`src/rtl/ps2_receiver_if.sv`:
```
// PS/2 receiver bundle: raw line inputs and decoded byte/strobe outputs.
// slave = receiver side, master = line driver / consumer side.
interface ps2_receiver_if;
  logic       ps2_clk;
  logic       ps2_data;
  logic [0:7] scancode;
  logic       trigger;
  logic       parity_err;
  logic       frame_err;
  logic       busy;

  modport slave (
    input  ps2_clk,
    input  ps2_data,
    output scancode,
    output trigger,
    output parity_err,
    output frame_err,
    output busy
  );

  modport master (
    output ps2_clk,
    output ps2_data,
    input  scancode,
    input  trigger,
    input  parity_err,
    input  frame_err,
    input  busy
  );
endinterface

```
`src/rtl/ps2_receiver.sv`:
```
// PS/2 device-to-host frame receiver: sync, glitch filter, 11-bit frame FSM.
// Receive-only; reports good bytes, parity errors and framing errors/timeouts.
module ps2_receiver #(
  parameter int FILTER_LEN     = 8,
  parameter int TIMEOUT_CYCLES = 100000
) (
  input  logic          clk,
  input  logic          reset_n,
  ps2_receiver_if.slave bus
);

  localparam int TW = $clog2(TIMEOUT_CYCLES + 1);
  localparam logic [7:0]    FL  = 8'(FILTER_LEN);
  localparam logic [TW-1:0] TMO = TW'(TIMEOUT_CYCLES);

  typedef enum logic [1:0] {
    IDLE, DATA, PARITY, STOP
  } state_t;

  logic          clk_s1_q, clk_s2_q;
  logic          dat_s1_q, dat_s2_q;
  logic          clk_f_q, clk_f_d;
  logic [7:0]    flt_q, flt_d;
  logic          fall;

  state_t        state_q, state_d;
  logic [2:0]    bit_q, bit_d;
  logic [7:0]    sr_q, sr_d;
  logic          pok_q, pok_d;
  logic [7:0]    code_q, code_d;
  logic [TW-1:0] tmo_q, tmo_d;
  logic          trig_q, trig_d;
  logic          perr_q, perr_d;
  logic          ferr_q, ferr_d;

  // Two-flop synchronizers for both PS/2 lines, idle-high on reset
  always_ff @(posedge clk or negedge reset_n) begin
    if (!reset_n) begin
      clk_s1_q <= 1'b1;
      clk_s2_q <= 1'b1;
      dat_s1_q <= 1'b1;
      dat_s2_q <= 1'b1;
    end else begin
      clk_s1_q <= bus.ps2_clk;
      clk_s2_q <= clk_s1_q;
      dat_s1_q <= bus.ps2_data;
      dat_s2_q <= dat_s1_q;
    end
  end

  // Accept a new clock level only after FILTER_LEN consecutive differing samples
  always_comb begin
    clk_f_d = clk_f_q;
    flt_d   = '0;
    if (clk_s2_q != clk_f_q) begin
      if (flt_q == FL - 8'd1) begin
        clk_f_d = clk_s2_q;
      end else begin
        flt_d = flt_q + 8'd1;
      end
    end
  end

  assign fall = clk_f_q & ~clk_f_d;

  // Filter state
  always_ff @(posedge clk or negedge reset_n) begin
    if (!reset_n) begin
      clk_f_q <= 1'b1;
      flt_q   <= '0;
    end else begin
      clk_f_q <= clk_f_d;
      flt_q   <= flt_d;
    end
  end

  // Frame FSM next state, shift register, timeout and strobe decisions
  always_comb begin
    state_d = state_q;
    bit_d   = bit_q;
    sr_d    = sr_q;
    pok_d   = pok_q;
    code_d  = code_q;
    trig_d  = 1'b0;
    perr_d  = 1'b0;
    ferr_d  = 1'b0;
    tmo_d   = tmo_q + 1'b1;
    if (state_q == IDLE || fall) begin
      tmo_d = '0;
    end
    unique case (state_q)
      IDLE: begin
        if (fall && !dat_s2_q) begin
          state_d = DATA;
          bit_d   = '0;
        end
      end
      DATA: begin
        if (fall) begin
          sr_d = {dat_s2_q, sr_q[7:1]};
          if (bit_q == 3'd7) begin
            state_d = PARITY;
          end else begin
            bit_d = bit_q + 3'd1;
          end
        end
      end
      PARITY: begin
        if (fall) begin
          pok_d   = ^{sr_q, dat_s2_q};
          state_d = STOP;
        end
      end
      STOP: begin
        if (fall) begin
          state_d = IDLE;
          if (!pok_q) begin
            perr_d = 1'b1;
          end else if (!dat_s2_q) begin
            ferr_d = 1'b1;
          end else begin
            code_d = sr_q;
            trig_d = 1'b1;
          end
        end
      end
      default: state_d = IDLE;
    endcase
    // An open frame with no falling edge for too long is abandoned
    if (state_q != IDLE && !fall && tmo_d == TMO) begin
      state_d = IDLE;
      ferr_d  = 1'b1;
      tmo_d   = '0;
    end
  end

  // Frame FSM registers and registered strobes
  always_ff @(posedge clk or negedge reset_n) begin
    if (!reset_n) begin
      state_q <= IDLE;
      bit_q   <= '0;
      sr_q    <= '0;
      pok_q   <= 1'b0;
      code_q  <= '0;
      tmo_q   <= '0;
      trig_q  <= 1'b0;
      perr_q  <= 1'b0;
      ferr_q  <= 1'b0;
    end else begin
      state_q <= state_d;
      bit_q   <= bit_d;
      sr_q    <= sr_d;
      pok_q   <= pok_d;
      code_q  <= code_d;
      tmo_q   <= tmo_d;
      trig_q  <= trig_d;
      perr_q  <= perr_d;
      ferr_q  <= ferr_d;
    end
  end

  assign bus.scancode   = code_q;
  assign bus.trigger    = trig_q;
  assign bus.parity_err = perr_q;
  assign bus.frame_err  = ferr_q;
  assign bus.busy       = (state_q != IDLE);

endmodule

```
`src/flat_wrapper.sv`:
```
// flat-port wrapper written by rule: the top's interface ports become plain ports
module ps2_receiver_flat 
#(
  parameter int FILTER_LEN     = 8,
  parameter int TIMEOUT_CYCLES = 100000
)
  (clk, reset_n, bus_ps2_clk, bus_ps2_data, bus_scancode, bus_trigger, bus_parity_err, bus_frame_err, bus_busy);
  ps2_receiver_if bus_i ();
  input  logic clk;
  input  logic reset_n;
  input wire logic [$bits(bus_i.ps2_clk)-1:0] bus_ps2_clk;
  input wire logic [$bits(bus_i.ps2_data)-1:0] bus_ps2_data;
  output wire logic [$bits(bus_i.scancode)-1:0] bus_scancode;
  output wire logic [$bits(bus_i.trigger)-1:0] bus_trigger;
  output wire logic [$bits(bus_i.parity_err)-1:0] bus_parity_err;
  output wire logic [$bits(bus_i.frame_err)-1:0] bus_frame_err;
  output wire logic [$bits(bus_i.busy)-1:0] bus_busy;
  assign bus_i.ps2_clk = bus_ps2_clk;
  assign bus_i.ps2_data = bus_ps2_data;
  assign bus_scancode = bus_i.scancode;
  assign bus_trigger = bus_i.trigger;
  assign bus_parity_err = bus_i.parity_err;
  assign bus_frame_err = bus_i.frame_err;
  assign bus_busy = bus_i.busy;
  ps2_receiver #(.FILTER_LEN(FILTER_LEN), .TIMEOUT_CYCLES(TIMEOUT_CYCLES)) u_core (.clk(clk), .reset_n(reset_n), .bus(bus_i));
endmodule
```
`config.mk`:
```
export PLATFORM = sky130hd
export DESIGN_NAME = ps2_receiver_flat
export DESIGN_NICKNAME = d
export VERILOG_FILES = /design/src/rtl/ps2_receiver_if.sv /design/src/rtl/ps2_receiver.sv /design/src/flat_wrapper.sv
export SDC_FILE = /design/constraint.sdc
export NUM_CORES = 1
export LEC_CHECK = 0
export CORE_ASPECT_RATIO = 1.25
export CORE_UTILIZATION = 45
export CTS_CLUSTER_SIZE = 28
export DETAILED_ROUTE_END_ITERATION = 10
export GPL_ROUTABILITY_DRIVEN = 0
export PLACE_DENSITY_LB_ADDON = 0.15
export SYNTH_ARGS = -nofsm -noshare
export SYNTH_HDL_FRONTEND = slang
export SYNTH_SLANG_ARGS = --single-unit
```
`constraint.sdc`:
```
create_clock -name clk -period 7.7 [get_ports clk]
set_input_delay 0.77 -clock clk [delete_from_list [all_inputs] [get_ports clk]]
set_output_delay 0.77 -clock clk [all_outputs]
set_load 0.02 [all_outputs]
```
==> impl_metrics.json, run 1 <==
{
  "run_status": "complete, no violations",
  "antenna_violating_nets_left": 0,
  "internal-power_mw": 0.460,
  "setup_total_negative_slack_ns": 0,
  "syn_inst": 264,
  "fin_crit_sh_pct": 37.5,
  "worst_slew_pin_slew_ns": 0.742,
  "multiInputGateArea_sq_mm": 0.00133,
  "grt_setup_unrepaired": "no",
  "final_layout_size_suffix_gt1_share_pct": 14.1,
  "finalWorstPathRequiredPeriod_ns": 2.89,
  "grt_overflow_total": 0,
  "floorplan.core_area_sq_mm": 0.00586,
  "grt_pass1_vias": 1861,
  "hold_end": "u_core.clk_s2_q$_DFF_PN1_",
  "sequential_cell_area_sq_mm": 0.00138,
  "die-height_um": 89.7,
  "wl_per_cell_um": 13.8,
  "fp.dieW_um": 72.1,
  "synth_enable_flop_cells": 0,
  "first_drt_pass_iteration_count": 4,
  "setup_slack_reg_to_reg_ns": 4.81,
  "die_ar_sq_mm": 0.00647,
  "cts_sinks": 55,
  "worst-r2r-cell-count": 6,
  "synth_cell_types": 47,
  "numCtsBuffers": 5,
  "cap_viol_max_count": 0,
  "std_cell_rows": 31,
  "slowest_delay_ns": 0.68,
  "grt_first_pass_wirelength_um": 8740,
  "antenna_found_initial": 0,
  "worst_skew_pair.late_latency_ns": 0.30,
  "swShare_pct": 32.7,
  "crit_buf_inv": 0,
  "post_cts_buffers": 0,
  "cp.arrival_ns": 3.03,
  "hold_path_class": "flop to flop",
  "yosysTopAreaCellShare_pct": 45.2,
  "ctsRootBufferMaster": "clkbuf_8",
  "synthesis.yosys.warnings": 0,
  "comb_power_share_pct": 24.9,
  "timing.fmax_mhz": 346,
  "commonest_register_cell_after_synthesis": "dfrtp_1",
  "via_per_inst": 5.30,
  "htree_levels": 2,
  "worst-setup-path-type": "flop to flop",
  "vias": 1940,
  "final_util_pct": 52.7,
  "async_set_or_reset_flop_fraction_in_the_synthesized_netlist_pct": 100,
  "pwr_density_cell_mw_per_mm2": 221,
  "ctsHoldBuffers": 0,
  "clkSlewWorstSetupHoldPaths_ns": 0.09,
  "initial_core_util_pct": 47.2,
  "synth_fp_nets": 277,
  "place.port_buffers": 15,
  "cp_max_fo": 17,
  "preCtsSetupSlack_ns": 4.84,
  "synth_area_sq_mm": 0.00277,
  "setup.worst_path.start_class": "flop",
  "timing.final.setup_violations": 0,
  "cts_tree": "yes",
  "critPathSlowestCell": "o31ai_4",
  "fillCellCount": 519,
  "final.setup_skew_ns": 0.0103,
  "post-synth-top-area-cell": "dfrtp_1",
  "worstHoldStart": "u_core.clk_s1_q$_DFF_PN1_",
  "pin_count_of_the_biggest_net_entering_global_routing": 56,
  "post_synth.cell_area_avg_sq_um": 10.5,
  "timing.final.hold_violations": 0,
  "drt-initial-drc-count": 59,
  "mostFrequentLayoutCells": "dfrtp_1 (50), nand2_1 (41), nor2_1 (27)",
  "cp.required_ns": 7.84,
  "power_leakage_nw": 1.40,
  "synth-seq-area-share_pct": 50.0,
  "reg2reg_to": "u_core.tmo_q[9]$_DFF_PN0_",
  "total_switching_power_mw": 0.223,
  "postLayoutSetupSlackWorst_ns": 4.81,
  "most_frequent_standard_cell_in_the_layout_excluding_fill_and_tap_cells": "dfrtp_1",
  "syn2layout_area_growth_pct": 11.7,
  "count_of_antenna_diodes_in_the_layout": 0,
  "drc": 0,
  "dp.final_hpwl_um": 3490,
  "timing.critical_path.max_delay_family": "simple AND/OR/NAND/NOR gates",
  "hold-path-cell-count": 0,
  "power.sequential.fraction_pct": 51.7,
  "postRouteWirelength_um": 5030,
  "ctsResizeCount": 0,
  "irDropWorstVdd_uv": 130,
  "regToRegStartpoint": "u_core.flt_q[0]$_DFF_PN0_",
  "timing_max_transition_violations_final": 0,
  "yosys-top-cells-area": "dfrtp_1 (45%), nand2_1 (5.6%), dfstp_2 (4.7%), xnor2_1 (4.7%), xor2_1 (4.4%)",
  "clock_power_share_pct": 23.5,
  "design.final.nets": 296,
  "timing.slew.headroom_pct": 50.6,
  "pin_count": 16,
  "path_cells": "ha_1, or3b_2, o31ai_4, o21ai_0, nor4_2, nor3_1",
  "clock_tree.buffer_depth": 2,
  "worstSetupEndpointType": "flop",
  "yosys_register_bits": 55,
  "gr-usage-all-layers_pct": 17.8
}
## stage by stage
step	power, mW	std cells	hold slack [ns]	cell area, sq um
final	0.683	366	0.352	3090
after global routing	0.733	366	0.365	3090
after CTS	0.694	366	0.361	3090
after detailed placement	0.529	358	0.347	3000
after global placement	0.528	358	0.345	3000
after floorplan	0.488	264	0.345	2770
## power by group through the flow
stage	clock, mW	sequential [mW]	combinational (mW)
2_1_floorplan	0	0.343	0.145
3_3_place_gp	0	0.357	0.171
3_5_place_dp	0	0.358	0.172
4_1_cts	0.169	0.352	0.173
5_1_grt	0.178	0.358	0.197
6_report	0.160	0.353	0.170
## synthesized netlist by cell type, drive strengths merged, types with 4 or more instances
library cell,n
and3,5
nand2,41
dfstp,5
o21ai,8
xor2,14
nand3,11
nand4,7
nor3,6
nor4,5
mux2,10
nand2b,4
nor2,27
a21oi,4
xnor2,15
dfrtp,50
inv,6
ha,9
## cell families (layout without fill, tap and decap cells)
group / Yosys count / count (layout) / share of synthesized area (%)
multiplexers: 12 / 12 / 4.79
flip-flops: 55 / 55 / 50.0
AND/OR/NAND/NOR: 121 / 121 / 22.8
AO/OA/AOI/OAI: 27 / 27 / 7.42
buffers and inverters: 11 / 31 / 1.81
XOR/XNOR: 29 / 29 / 9.18
adder cells (fa/ha/maj): 9 / 9 / 4.07
## flip-flops by register name, summed over array words and instances (netlist names)
| name | count |
|---|---|
| u_core.tmo_q | 17 |
| u_core.bus.trigger | 1 |
| u_core.bus.frame_err | 1 |
| u_core.pok_q | 1 |
| u_core.dat_s2_q | 1 |
| u_core.bus.scancode | 8 |
| u_core.state_q | 2 |
| u_core.bit_q | 3 |
| u_core.dat_s1_q | 1 |
| u_core.sr_q | 8 |
| u_core.clk_f_q | 1 |
| u_core.flt_q | 8 |
| u_core.bus.parity_err | 1 |
| u_core.clk_s2_q | 1 |
| u_core.clk_s1_q | 1 |
## worst register-to-register path, cell delays in order (launching register included)
cell and delay (ns):
dfrtp_1 0.40, ha_1 0.24, or3b_2 0.53, o31ai_4 0.68
o21ai_0 0.24, nor4_2 0.52, nor3_1 0.13
## layout make-up
class	count	share of cell area, %
Sequential cell	55	44.8
Multi-Input combinational cell	198	43.2
Timing Repair Buffer	16	4.94
Tap cell	82	3.32
Clock buffer	7	2.79
Inverter	7	0.851
Clock inverter	1	0.162
## routing by layer
layer  global-route usage (%)  vias up  share of wire [%]
met5                        0        -                  0
met4                     8.38        0                2.4
met3                     3.13        9                2.6
met2                     29.9       27                 49
met1                     22.4      952                 46
li1                         -      952                  -
## worst max-delay path by stage
stage,from,to,slack [ns],cells past startpoint
2_1_floorplan,u_core.tmo_q[0]$_DFF_PN0_,u_core.tmo_q[10]$_DFF_PN0_,5.30,7
3_3_place_gp,u_core.flt_q[0]$_DFF_PN0_,u_core.tmo_q[5]$_DFF_PN0_,4.94,6
3_5_place_dp,u_core.flt_q[0]$_DFF_PN0_,u_core.tmo_q[9]$_DFF_PN0_,4.84,6
4_1_cts,u_core.flt_q[0]$_DFF_PN0_,u_core.tmo_q[9]$_DFF_PN0_,4.82,6
5_1_grt,u_core.flt_q[0]$_DFF_PN0_,u_core.tmo_q[9]$_DFF_PN0_,4.52,6
6_report,u_core.flt_q[0]$_DFF_PN0_,u_core.tmo_q[9]$_DFF_PN0_,4.81,6
(Power assumes the default switching activity.)
==> inputs of run 2 (changes only) <==
- clock period: 7.7 -> 2.9 ns (I/O delays scaled with it)
==> run 2 against run 1 <==
Net effect: first-iteration DRC count is 20% higher; hold slack worse by 0.25 ns; via count is 1.2% higher; clock skew is 0.00061 ns lower; global-route usage is 0.35 points higher.
==> impl_metrics.json, run 2 (synthesis results as in run 1) <==
{
  "ctsResizeCount": 0,
  "floorplan.core_area_sq_mm": 0.00586,
  "cp.required_ns": 3.09,
  "final_layout_size_suffix_gt1_share_pct": 16.2,
  "fp.dieW_um": 72.1,
  "setup.worst_path.start_class": "flop",
  "worst_slew_pin_slew_ns": 0.883,
  "postRouteWirelength_um": 5140,
  "timing.slew.headroom_pct": 41.1,
  "drt-initial-drc-count": 71,
  "most_frequent_standard_cell_in_the_layout_excluding_fill_and_tap_cells": "dfrtp_1",
  "power_leakage_nw": 1.45,
  "htree_levels": 2,
  "cp.arrival_ns": 2.81,
  "pin_count": 16,
  "ctsHoldBuffers": 0,
  "placed_cell_area_sq_mm": 0.00305,
  "wl_per_cell_um": 13.8,
  "cts_tree": "yes",
  "grt_pass1_vias": 1939,
  "timing_max_transition_violations_final": 0,
  "worstSetupEndpointType": "flop",
  "cap_viol_max_count": 0,
  "fillCellCount": 551,
  "worst_skew_pair.late_latency_ns": 0.30,
  "pin_count_of_the_biggest_net_entering_global_routing": 42,
  "grt_setup_unrepaired": "no",
  "post_cts_buffers": 0,
  "irDropWorstVdd_uv": 376,
  "std_cell_rows": 31,
  "cts_sinks": 55,
  "hold_path_class": "primary input to asynchronous set/reset pin",
  "die-height_um": 89.7,
  "timing.final.hold_violations": 0,
  "regMostFlops": "u_core.tmo_q",
  "clock_tree.buffer_depth": 2,
  "first_drt_pass_iteration_count": 4,
  "fin_crit_sh_pct": 90.1,
  "timing.final.setup_violations": 0,
  "initial_core_util_pct": 47.2,
  "cp_max_fo": 6,
  "finalWorstPathRequiredPeriod_ns": 2.61,
  "place.port_buffers": 15,
  "design.final.nets": 303,
  "clkSlewWorstSetupHoldPaths_ns": 0.10,
  "count_of_antenna_diodes_in_the_layout": 0,
  "timing.fmax_mhz": 383,
  "largest_register_ffs": 17,
  "antenna_found_initial": 0,
  "setup_total_negative_slack_ns": 0,
  "vias": 1963,
  "sequential_cell_area_sq_mm": 0.00138,
  "ctsRootBufferMaster": "clkbuf_8",
  "via_per_inst": 5.26,
  "gr-usage-all-layers_pct": 18.1,
  "numCtsBuffers": 5,
  "mostFrequentLayoutCells": "dfrtp_1 (50), nand2_1 (41), nor2_1 (27)",
  "die_ar_sq_mm": 0.00647,
  "grt_first_pass_wirelength_um": 9010,
  "dp.final_hpwl_um": 3810,
  "worst-setup-path-type": "flop to flop",
  "drc": 0,
  "syn2layout_area_growth_pct": 15.1,
  "p_total_mw": 1.99,
  "run_status": "complete, no violations",
  "final_util_pct": 54.3,
  "final_cell_area_sq_mm": 0.00318,
  "multiInputGateArea_sq_mm": 0.00133,
  "final.setup_skew_ns": 0.00973,
  "pwr_density_cell_mw_per_mm2": 626,
  "grt_overflow_total": 0,
  "antenna_violating_nets_left": 0
}
## run 2: changes by cell type in the layout (fill, tap and decap cells not counted), sizes merged
cell,delta
buf,+7
bufinv,+2
clkinv,-1
clkbuf,-1
## run 2: routing by layer
metal / part of all wire [%] / wire [um] / vias to the layer above / GRT usage (%)
met5: 0 / 0 / - / 0
met2: 51 / 2630 / 31 / 32.2
li1: - / - / 959 / -
met3: 2.8 / 145 / 15 / 4.02
met4: 2.9 / 149 / 0 / 8.56
met1: 43 / 2210 / 958 / 20.8
## run 2: power breakdown
group	total (mW)	internal, mW	switching (mW)
combinational	0.471	0.196	0.275
sequential	0.935	0.842	0.0934
clock	0.587	0.345	0.242
## run 2: path summary, 6_finish.rpt
path | startpoint | end | slack (ns) | cells after the start
worst min register to register | u_core.dat_s1_q$_DFF_PN1_ | u_core.dat_s2_q$_DFF_PN1_ | 0.36 | 0
worst min-delay path | reset_n | u_core.bus.trigger$_DFF_PN0_ | 0.10 | 1
max in group asynchronous | reset_n | u_core.tmo_q[9]$_DFF_PN0_ | 2.15 | 2
worst max-delay path | u_core.tmo_q[0]$_DFF_PN0_ | u_core.tmo_q[16]$_DFF_PN0_ | 0.29 | 7
min in group clk | u_core.dat_s1_q$_DFF_PN1_ | u_core.dat_s2_q$_DFF_PN1_ | 0.36 | 0
worst max register to register | u_core.tmo_q[0]$_DFF_PN0_ | u_core.tmo_q[16]$_DFF_PN0_ | 0.29 | 7
## run 2: per-stage QoR
step	setup slack (ns)	hold WS, ns	std cells
3_5_place_dp	0.299	0.347	365
6_report	0.286	0.103	373
2_1_floorplan	0.499	-0.00559	264
5_1_grt	0.0843	0.185	373
4_1_cts	0.294	0.132	373
3_3_place_gp	0.373	0.346	365
## run 2: area by class of cell
cell class | instances | share of cell area, %
multi-input combinational | 198 | 41.9
tap | 82 | 3.22
clock buffer | 6 | 2.28
clock inverter | 2 | 1.89
inverter | 7 | 0.825
sequential | 55 | 43.4
timing repair buffer | 23 | 6.45
## run 2: critical path: stages (launching register included)
cell      delay, ns
dfrtp_1        0.46
ha_1           0.30
nand4_1        0.23
or4_4          0.50
o211ai_2       0.19
nand3_1        0.09
or4_4          0.54
and3_1         0.19
==> inputs of run 3 (changes only) <==
- CTS_CLUSTER_DIAMETER: not set -> 120
==> results of run 3 <==
Final layout, timing and power as in run 2 (identical DEF).
